$ cat config.mk
export PLATFORM = sky130hd
export DESIGN_NAME = mem_stage_flat
export DESIGN_NICKNAME = d
export VERILOG_FILES = /design/src/rtl/riscv_mem_pkg.sv /design/src/rtl/mem_stage_if.sv /design/src/rtl/load_align.sv /design/src/rtl/mem_stage.sv /design/src/flat_wrapper.sv
export SDC_FILE = /design/constraint.sdc
export NUM_CORES = 1
export LEC_CHECK = 0
export CAP_MARGIN = 20
export CORE_ASPECT_RATIO = 0.9
export CORE_UTILIZATION = 47
export DETAILED_ROUTE_END_ITERATION = 7
export GPL_TIMING_DRIVEN = 0
export PLACE_DENSITY = 0.82
export SLEW_MARGIN = 20
export SYNTH_ARGS = -nofsm -noshare
export SYNTH_HDL_FRONTEND = slang
export SYNTH_SLANG_ARGS = --single-unit
$ cat constraint.sdc
create_clock -name clk -period 6.35 [get_ports clk]
set_clock_uncertainty 0.2 [all_clocks]
set_input_delay 1.27 -clock clk [delete_from_list [all_inputs] [get_ports clk]]
set_output_delay 1.27 -clock clk [all_outputs]
set_load 0.05 [all_outputs]
$ cat src/rtl/riscv_mem_pkg.sv
// rtl/riscv_mem_pkg.sv - funct3 access codes, FSM encoding and legality check for the memory stage
package riscv_mem_pkg;

  localparam logic [2:0] F3_B  = 3'b000;
  localparam logic [2:0] F3_H  = 3'b001;
  localparam logic [2:0] F3_W  = 3'b010;
  localparam logic [2:0] F3_BU = 3'b100;
  localparam logic [2:0] F3_HU = 3'b101;

  typedef enum logic {
    ST_IDLE   = 1'b0,
    ST_ACCESS = 1'b1
  } state_e;

  // True when a memory access cannot be issued: conflicting direction,
  // misaligned half/word, or a size code that does not exist for the direction.
  function automatic logic access_illegal(input logic       is_load,
                                          input logic       is_store,
                                          input logic [2:0] f3,
                                          input logic [1:0] lo);
    logic bad;
    bad = is_load && is_store;
    case (f3)
      F3_B:    bad = bad;
      F3_H:    bad = bad || lo[0];
      F3_W:    bad = bad || (lo != 2'b00);
      F3_BU:   bad = bad || is_store;
      F3_HU:   bad = bad || is_store || lo[0];
      default: bad = 1'b1;
    endcase
    return bad;
  endfunction

endpackage

$ cat src/rtl/mem_stage_if.sv
// rtl/mem_stage_if.sv - data-memory request/acknowledge bus
interface mem_stage_if;
  logic        dmem_req;
  logic        dmem_we;
  logic [31:0] dmem_addr;
  logic [31:0] dmem_wdata;
  logic [3:0]  dmem_wstrb;
  logic        dmem_ack;
  logic [31:0] dmem_rdata;

  modport master (
    output dmem_req, dmem_we, dmem_addr, dmem_wdata, dmem_wstrb,
    input  dmem_ack, dmem_rdata
  );

  modport slave (
    input  dmem_req, dmem_we, dmem_addr, dmem_wdata, dmem_wstrb,
    output dmem_ack, dmem_rdata
  );
endinterface

$ cat src/rtl/load_align.sv
// rtl/load_align.sv - selects the addressed lane of a read word and extends it
module load_align
  import riscv_mem_pkg::*;
(
  input  logic [31:0] rdata,
  input  logic [1:0]  addr_lo,
  input  logic [2:0]  funct3,
  output logic [31:0] data
);

  logic [31:0] shifted;

  // Bring the addressed byte/half down to bit 0, then extend by access size
  always_comb begin
    shifted = rdata >> {addr_lo, 3'b000};
    case (funct3)
      F3_B:    data = {{24{shifted[7]}}, shifted[7:0]};
      F3_H:    data = {{16{shifted[15]}}, shifted[15:0]};
      F3_BU:   data = {24'h000000, shifted[7:0]};
      F3_HU:   data = {16'h0000, shifted[15:0]};
      default: data = rdata;
    endcase
  end

endmodule

$ cat src/rtl/mem_stage.sv
// rtl/mem_stage.sv - pipeline memory stage: issues loads/stores and registers write-back
module mem_stage
  import riscv_mem_pkg::*;
#(
  parameter int MAX_WAIT = 255
) (
  input  logic        clk,
  input  logic        rst,
  input  logic        in_valid,
  output logic        in_ready,
  input  logic [31:0] ALU_result,
  input  logic [31:0] StoreData,
  input  logic [4:0]  rd,
  input  logic        RegWrite,
  input  logic        MemToReg,
  input  logic        MemRead,
  input  logic        MemWrite,
  input  logic [2:0]  funct3,
  mem_stage_if.master dmem,
  output logic [31:0] wb_ALU_result,
  output logic [31:0] wb_MemReadData,
  output logic [4:0]  wb_rd,
  output logic        wb_RegWrite,
  output logic        wb_MemToReg,
  output logic        mem_err
);

  localparam int CW = (MAX_WAIT > 1) ? $clog2(MAX_WAIT) : 1;
  localparam logic [CW-1:0] LAST_WAIT = CW'(MAX_WAIT - 1);

  state_e state_q, state_d;

  // Operands captured when a memory access is accepted
  logic [31:0]   addr_q, wdata_q, alu_q;
  logic [3:0]    wstrb_q;
  logic          we_q, regwrite_q, memtoreg_q;
  logic [4:0]    rd_q;
  logic [2:0]    funct3_q;
  logic [CW-1:0] cnt_q;

  logic [31:0] wb_alu_q, wb_mrd_q;
  logic [4:0]  wb_rd_q;
  logic        wb_rw_q, wb_m2r_q, err_q;

  logic        accept, is_mem, illegal, ack_evt, timeout;
  logic [3:0]  st_wstrb;
  logic [31:0] st_wdata, ld_data;

  assign accept  = in_valid && (state_q == ST_IDLE);
  assign is_mem  = MemRead || MemWrite;
  assign illegal = is_mem && access_illegal(MemRead, MemWrite, funct3, ALU_result[1:0]);
  assign ack_evt = (state_q == ST_ACCESS) && dmem.dmem_ack;
  assign timeout = (state_q == ST_ACCESS) && !dmem.dmem_ack && (cnt_q == LAST_WAIT);

  load_align u_load_align (
    .rdata   (dmem.dmem_rdata),
    .addr_lo (addr_q[1:0]),
    .funct3  (funct3_q),
    .data    (ld_data)
  );

  // Store byte enables and lane-replicated data for the incoming entry
  always_comb begin
    st_wstrb = 4'b0000;
    st_wdata = StoreData;
    case (funct3)
      F3_B: begin
        st_wstrb = 4'b0001 << ALU_result[1:0];
        st_wdata = {4{StoreData[7:0]}};
      end
      F3_H: begin
        st_wstrb = 4'b0011 << ALU_result[1:0];
        st_wdata = {2{StoreData[15:0]}};
      end
      F3_W:    st_wstrb = 4'b1111;
      default: st_wstrb = 4'b0000;
    endcase
  end

  // State register
  always_ff @(posedge clk or posedge rst) begin
    if (rst) state_q <= ST_IDLE;
    else     state_q <= state_d;
  end

  // Next state: enter ACCESS on a legal memory entry, leave on ack or wait expiry
  always_comb begin
    state_d = state_q;
    case (state_q)
      ST_IDLE:   if (accept && is_mem && !illegal) state_d = ST_ACCESS;
      ST_ACCESS: if (ack_evt || timeout)           state_d = ST_IDLE;
      default:   state_d = ST_IDLE;
    endcase
  end

  // Outputs: request lines are only live in ACCESS and come straight from latched operands
  always_comb begin
    in_ready        = 1'b0;
    dmem.dmem_req   = 1'b0;
    dmem.dmem_we    = 1'b0;
    dmem.dmem_wstrb = 4'b0000;
    dmem.dmem_addr  = {addr_q[31:2], 2'b00};
    dmem.dmem_wdata = wdata_q;
    case (state_q)
      ST_IDLE: in_ready = 1'b1;
      ST_ACCESS: begin
        dmem.dmem_req   = 1'b1;
        dmem.dmem_we    = we_q;
        dmem.dmem_wstrb = wstrb_q;
      end
      default: in_ready = 1'b0;
    endcase
  end

  // Operand latch, wait counter, write-back registers and error pulse
  always_ff @(posedge clk or posedge rst) begin
    if (rst) begin
      addr_q     <= '0;
      wdata_q    <= '0;
      alu_q      <= '0;
      wstrb_q    <= '0;
      we_q       <= 1'b0;
      regwrite_q <= 1'b0;
      memtoreg_q <= 1'b0;
      rd_q       <= '0;
      funct3_q   <= '0;
      cnt_q      <= '0;
      wb_alu_q   <= '0;
      wb_mrd_q   <= '0;
      wb_rd_q    <= '0;
      wb_rw_q    <= 1'b0;
      wb_m2r_q   <= 1'b0;
      err_q      <= 1'b0;
    end else begin
      // Any cycle that does not write back leaves a bubble with fields held
      wb_rw_q <= 1'b0;
      err_q   <= 1'b0;

      if ((state_q == ST_ACCESS) && (state_d == ST_ACCESS)) cnt_q <= cnt_q + CW'(1);
      else                                                  cnt_q <= '0;

      if (accept) begin
        if (!is_mem) begin
          wb_alu_q <= ALU_result;
          wb_mrd_q <= '0;
          wb_rd_q  <= rd;
          wb_rw_q  <= RegWrite;
          wb_m2r_q <= MemToReg;
        end else if (illegal) begin
          err_q <= 1'b1;
        end else begin
          addr_q     <= ALU_result;
          wdata_q    <= st_wdata;
          wstrb_q    <= MemWrite ? st_wstrb : 4'b0000;
          we_q       <= MemWrite;
          alu_q      <= ALU_result;
          regwrite_q <= RegWrite;
          memtoreg_q <= MemToReg;
          rd_q       <= rd;
          funct3_q   <= funct3;
        end
      end

      if (ack_evt) begin
        wb_alu_q <= alu_q;
        wb_mrd_q <= we_q ? 32'h0 : ld_data;
        wb_rd_q  <= rd_q;
        wb_rw_q  <= regwrite_q;
        wb_m2r_q <= memtoreg_q;
      end

      if (timeout) err_q <= 1'b1;
    end
  end

  assign wb_ALU_result  = wb_alu_q;
  assign wb_MemReadData = wb_mrd_q;
  assign wb_rd          = wb_rd_q;
  assign wb_RegWrite    = wb_rw_q;
  assign wb_MemToReg    = wb_m2r_q;
  assign mem_err        = err_q;

endmodule

$ cat src/flat_wrapper.sv
// flat-port wrapper written by rule: the top's interface ports become plain ports
module mem_stage_flat import riscv_mem_pkg::*;
#(
  parameter int MAX_WAIT = 255
)
  (clk, rst, in_valid, in_ready, ALU_result, StoreData, rd, RegWrite, MemToReg, MemRead, MemWrite, funct3, wb_ALU_result, wb_MemReadData, wb_rd, wb_RegWrite, wb_MemToReg, mem_err, dmem_dmem_req, dmem_dmem_we, dmem_dmem_addr, dmem_dmem_wdata, dmem_dmem_wstrb, dmem_dmem_ack, dmem_dmem_rdata);
  mem_stage_if dmem_i ();
  input  logic clk;
  input  logic rst;
  input  logic in_valid;
  output logic in_ready;
  input  logic [31:0] ALU_result;
  input  logic [31:0] StoreData;
  input  logic [4:0] rd;
  input  logic RegWrite;
  input  logic MemToReg;
  input  logic MemRead;
  input  logic MemWrite;
  input  logic [2:0] funct3;
  output logic [31:0] wb_ALU_result;
  output logic [31:0] wb_MemReadData;
  output logic [4:0] wb_rd;
  output logic wb_RegWrite;
  output logic wb_MemToReg;
  output logic mem_err;
  output wire logic [$bits(dmem_i.dmem_req)-1:0] dmem_dmem_req;
  output wire logic [$bits(dmem_i.dmem_we)-1:0] dmem_dmem_we;
  output wire logic [$bits(dmem_i.dmem_addr)-1:0] dmem_dmem_addr;
  output wire logic [$bits(dmem_i.dmem_wdata)-1:0] dmem_dmem_wdata;
  output wire logic [$bits(dmem_i.dmem_wstrb)-1:0] dmem_dmem_wstrb;
  input wire logic [$bits(dmem_i.dmem_ack)-1:0] dmem_dmem_ack;
  input wire logic [$bits(dmem_i.dmem_rdata)-1:0] dmem_dmem_rdata;
  assign dmem_dmem_req = dmem_i.dmem_req;
  assign dmem_dmem_we = dmem_i.dmem_we;
  assign dmem_dmem_addr = dmem_i.dmem_addr;
  assign dmem_dmem_wdata = dmem_i.dmem_wdata;
  assign dmem_dmem_wstrb = dmem_i.dmem_wstrb;
  assign dmem_i.dmem_ack = dmem_dmem_ack;
  assign dmem_i.dmem_rdata = dmem_dmem_rdata;
  mem_stage #(.MAX_WAIT(MAX_WAIT)) u_core (.clk(clk), .rst(rst), .in_valid(in_valid), .in_ready(in_ready), .ALU_result(ALU_result), .StoreData(StoreData), .rd(rd), .RegWrite(RegWrite), .MemToReg(MemToReg), .MemRead(MemRead), .MemWrite(MemWrite), .funct3(funct3), .dmem(dmem_i), .wb_ALU_result(wb_ALU_result), .wb_MemReadData(wb_MemReadData), .wb_rd(wb_rd), .wb_RegWrite(wb_RegWrite), .wb_MemToReg(wb_MemToReg), .mem_err(mem_err));
endmodule
==> summary by stage <==
Cells and area
The number of nets in the finished design is approximately 1100. Cells with a size suffix above 1 make up 15.3% of the layout. The count of fill cells added during filler insertion is between 1000 and 1500. The synthesis-to-layout area growth is 44.2%. Once layout is done, the placed cells without fillers occupy 11200 um^2.

The total inserted antenna cells is 0.

Power
The analysis attributes to cell leakage a power of 5.23 nW. Of the total power, registers draw 31.5%. The clock network accounts for 23.7% of the total power. The share of total power dissipated in combinational logic is ~45%.

In this run the power spent charging and discharging nets is ~1.9 mW. For this design the ratio of total power to cell area is 413 nW/um^2. The internal portion of the total power is 2.76 mW.

The share of total power consumed by net switching is 40.3%. The worst-case IR drop observed on VDD is 269 uV.

Floorplanning
The core region is 16100 um^2. Row generation in the floorplan step produced 44 rows. The die is 124 um tall.

The full die area is ~17000 um^2. The die is 137 um wide. The I/O pin count is 255.

The starting density of the core is between 40% and 50%.

Placement
The congestion estimate from routability-driven global placement came to approximately 0.86. Buffers placed on the I/O ports in this run total 250. After detailed placement, the total cell area comes to around 11000 um^2. The HPWL after detailed placement is approximately 16000 um.

Drt
Before antenna repair, the detailed router went through 5 iterations. After detailed routing, the average wire length per cell comes to 19.0 um. After detailed routing, the number of vias per cell comes to 5.34.

The routed layout has between 6000 and 7000 vias. The detail route stage leaves a number of antenna-violating nets equal to 0. In this run, the number of DRC markers left after iteration 0 of detailed routing was 382. The final layout contains routed wiring with a total length of 22400 um.

The post-detailed-route DRC marker count is 0.

Worst setup path
The worst reg2reg path depth is 5. The required time of the worst setup path is 4.88 ns. The kind of end point of the critical path is a primary output. For the worst setup path, the data arrival time is 1.95 ns. The worst reg2reg path startpoint is u_core.state_q. The setup slack on the worst flop-to-flop path is slightly below 4 ns. In this run the critical register-to-register path is captured at u_core.wb_MemReadData[23]. The most critical setup path has its endpoint at dmem_dmem_wstrb[0]. The critical path goes through buf_2 -> and2_1 -> clkdlybuf4s50_1. The worst-path maximum fanout is 10.

In this design, the stage delay of the slowest critical-path cell is 0.83 ns. The startpoint type of the worst setup path is a register. The standard cell with the maximum stage delay on the critical path is clkdlybuf4s50_1. The type of the worst setup path is register to primary output. The most critical setup path has its startpoint at u_core.state_q.

CTS
The clock transition at the register clock pins on the worst setup and hold paths after CTS is 0.06 ns. The clock reaches the later pin of the worst-skew pair after approximately 0.42 ns. Counting every sink on the clock net gives 160. The number of cells upsized or downsized after cts is 0. In this run the clock root is driven by a clkbuf_16.

Hold repair after CTS inserted 0 buffers. The maximum root-to-sink buffer count is 2. The total CTS buffers is 17. The CTS tree is done. The post-CTS setup-driven buffer insertion count is 0. The level count of the clock H-tree is 4.

Synthesis
The fraction of the yosys area taken by sequential cells is 51.7%. The synthesized design contains 0 enable-type register cells. In this run the mean area of a mapped cell was 11.2 um^2. The most used flip-flop cell after synthesis is dfrtp_1. The top cell type by area accounts for about half of the synthesized area. During synthesis, Yosys emitted a total of 0 warnings. Of all flip-flops after synthesis, the portion carrying an async set or reset was between 90% and 100%. The mapped netlist covers 7750 um^2. The synthesized netlist cell count is 689. Ranked by total cell area, the synthesized netlist is headed by dfrtp_1 52%, mux2_4 9.5%, mux2i_1 9.0%.

The register bit count reported by yosys is 160. In this run, distinct cell masters in the synthesized netlist total 50. Summed over all instances, the cell type with the most area after synthesis is dfrtp_1.

Timing
The worst hold margin is 0.269 ns. Setup violations remaining at the end of the flow were counted as 0. The maximum clock frequency is between 200 and 300 MHz. The remaining max-slew budget at the tightest pin is just under 30%.

After layout, the minimum clock period comes to approximately 3.4 ns. The count of pins over their slew limit came to 0. For the pin with the worst max-slew slack, the measured transition is 1.06 ns. Setup repair after global routing left no endpoint under its margin. Of the available clock period, the critical path in the final layout requires between 50 and 60%. The final hold violation count is 0.

GRT
The total congestion overflow after global routing is 0. Entering global routing, the biggest net connects 97 pins. The via count of the first global-routing pass is ~6300. The global-route wire length before repair is approximately 34000 um. The number of antenna violations at the first check in global routing is 0.

In the global route stage, overall resource usage came out at between 20% and 30%.

Status
The flow ran to the end, and the final reports show no timing, DRC or antenna violations.

Run
Across the run, the number of max-cap violations was 0.

Worst hold path
The tightest min-delay check is of the register to register type.
[cell usage after synthesis (3+ instances only)]
| library cell | instances |
|---|---|
| dfrtp_1 | 160 |
| nand2_1 | 101 |
| o21ai_0 | 92 |
| mux2i_1 | 70 |
| mux2_4 | 49 |
| buf_4 | 33 |
| buf_2 | 18 |
| a21oi_1 | 16 |
| a221o_1 | 16 |
| clkbuf_1 | 16 |
| nor2_1 | 16 |
| o21ai_1 | 12 |
| buf_6 | 7 |
| inv_1 | 7 |
| nand2b_1 | 6 |
| o2bb2ai_1 | 6 |
| and2_1 | 5 |
| nor2b_1 | 5 |
| nand3_1 | 4 |
| xnor2_1 | 4 |
| xor2_1 | 4 |
| nand3b_1 | 3 |
| nor3_1 | 3 |
[final cells by class]
cell class                      instances  area (um^2)  area share, %
Timing Repair Buffer                  251         2530           22.6
Inverter                                7         33.8          0.302
Multi-Input combinational cell        447         3240           29.0
Clock buffer                           21          470           4.21
Buffer                                 76          484           4.33
Tap cell                              207          259           2.32
Sequential cell                       160         4000           35.8
Clock inverter                          9          158           1.41
[state kept, by name, indices dropped and copies added (netlist names), 3 cells and up]
register,cells
u_core.rd_q,5
u_core.funct3_q,3
u_core.addr_q,32
u_core.wstrb_q,4
u_core.wb_ALU_result,32
u_core.cnt_q,8
u_core.wb_MemReadData,32
u_core.dmem.dmem_wdata,32
u_core.wb_rd,5
[cell families after synthesis]
family          after synthesis  share of synthesized area (%)
flops                       160                           51.7
compound gates              159                           12.5
simple gates                153                           8.75
mux                         122                           19.1
buf+inv                      83                           6.59
xor+xnor                      8                          0.904
fa+ha+maj                     3                          0.452
other cells                   1                         0.0484
[cells in the final DEF, fill, tap and decap left out, types with 3 or more instances in the layout]
master           Yosys  routed
buf_2               18      18
dfrtp_1            160     160
inv_1                7       6
nand2_1            101     101
xnor2_1              4       4
buf_6                7       7
o21ai_1             12      12
xor2_1               4       4
mux2i_1             70      70
and2_1               5       5
o21ai_0             92      92
nor3_1               3       3
nor2_1              16      16
clkdlybuf4s50_1      0     250
clkbuf_16            0      17
nand3b_1             3       3
bufinv_16            0       4
nor2b_1              5       5
a221o_1             16      16
a21oi_1             16      16
nand2b_1             6       6
clkbuf_1            16      17
nand3_1              4       4
buf_4               33      33
o2bb2ai_1            6       6
clkbuf_8             0       3
mux2_4              49      49
[worst min path at each step]
stage | startpoint | endpoint | slack, ns | depth (start not counted)
6_report | u_core.wstrb_q[3] | u_core.wstrb_q[3] | 0.27 | 2
5_1_grt | u_core.wstrb_q[3] | u_core.wstrb_q[3] | 0.30 | 2
4_1_cts | u_core.wstrb_q[3] | u_core.wstrb_q[3] | 0.28 | 2
3_5_place_dp | u_core.wstrb_q[3] | u_core.wstrb_q[3] | 0.26 | 2
3_3_place_gp | u_core.wstrb_q[3] | u_core.wstrb_q[3] | 0.26 | 2
2_1_floorplan | u_core.wstrb_q[1] | u_core.wstrb_q[1] | 0.24 | 2
[power by group through the flow]
stage	Clock (mW)	Combinational (mW)	Sequential [mW]
6_report	1.09	2.07	1.45
5_1_grt	1.15	2.18	1.48
4_1_cts	1.11	2.07	1.45
3_5_place_dp	0	2.07	1.46
3_3_place_gp	0	2.04	1.45
2_1_floorplan	0	0.766	2.05
[critical path: cells and delay by family (launching register included)]
kind                   cells  cell delay, ns
buffers and inverters      2            1.03
and+or+nand+nor            1            0.16
DFF                        1            0.34
[metal layers]
| metal | vias to the layer above | share of wire (%) | global-route usage (%) |
|---|---|---|---|
| met4 | 0 | 1.6 | 8.04 |
| li1 | 2923 | - | - |
| met2 | 242 | 48 | 43.8 |
| met3 | 20 | 8.0 | 7.98 |
| met5 | - | 0 | 0 |
| met1 | 3108 | 42 | 34.8 |
[stage by stage]
| stage | power, mW | setup TNS, ns | instances | setup WS (ns) | utilization, % |
|---|---|---|---|---|---|
| 2_1_floorplan | 2.81 | 0 | 690 | 0.560 | - |
| 3_3_place_gp | 3.49 | -253.86 | 1147 | -1.60 | 65.2 |
| 3_5_place_dp | 3.53 | 0 | 1148 | 2.69 | 65.4 |
| 4_1_cts | 4.63 | 0 | 1178 | 2.91 | 69.3 |
| 5_1_grt | 4.80 | 0 | 1178 | 2.83 | 69.3 |
| 6_report | 4.61 | 0 | 1178 | 2.93 | 69.3 |
No activity file was read; power rests on OpenSTA's default activity.
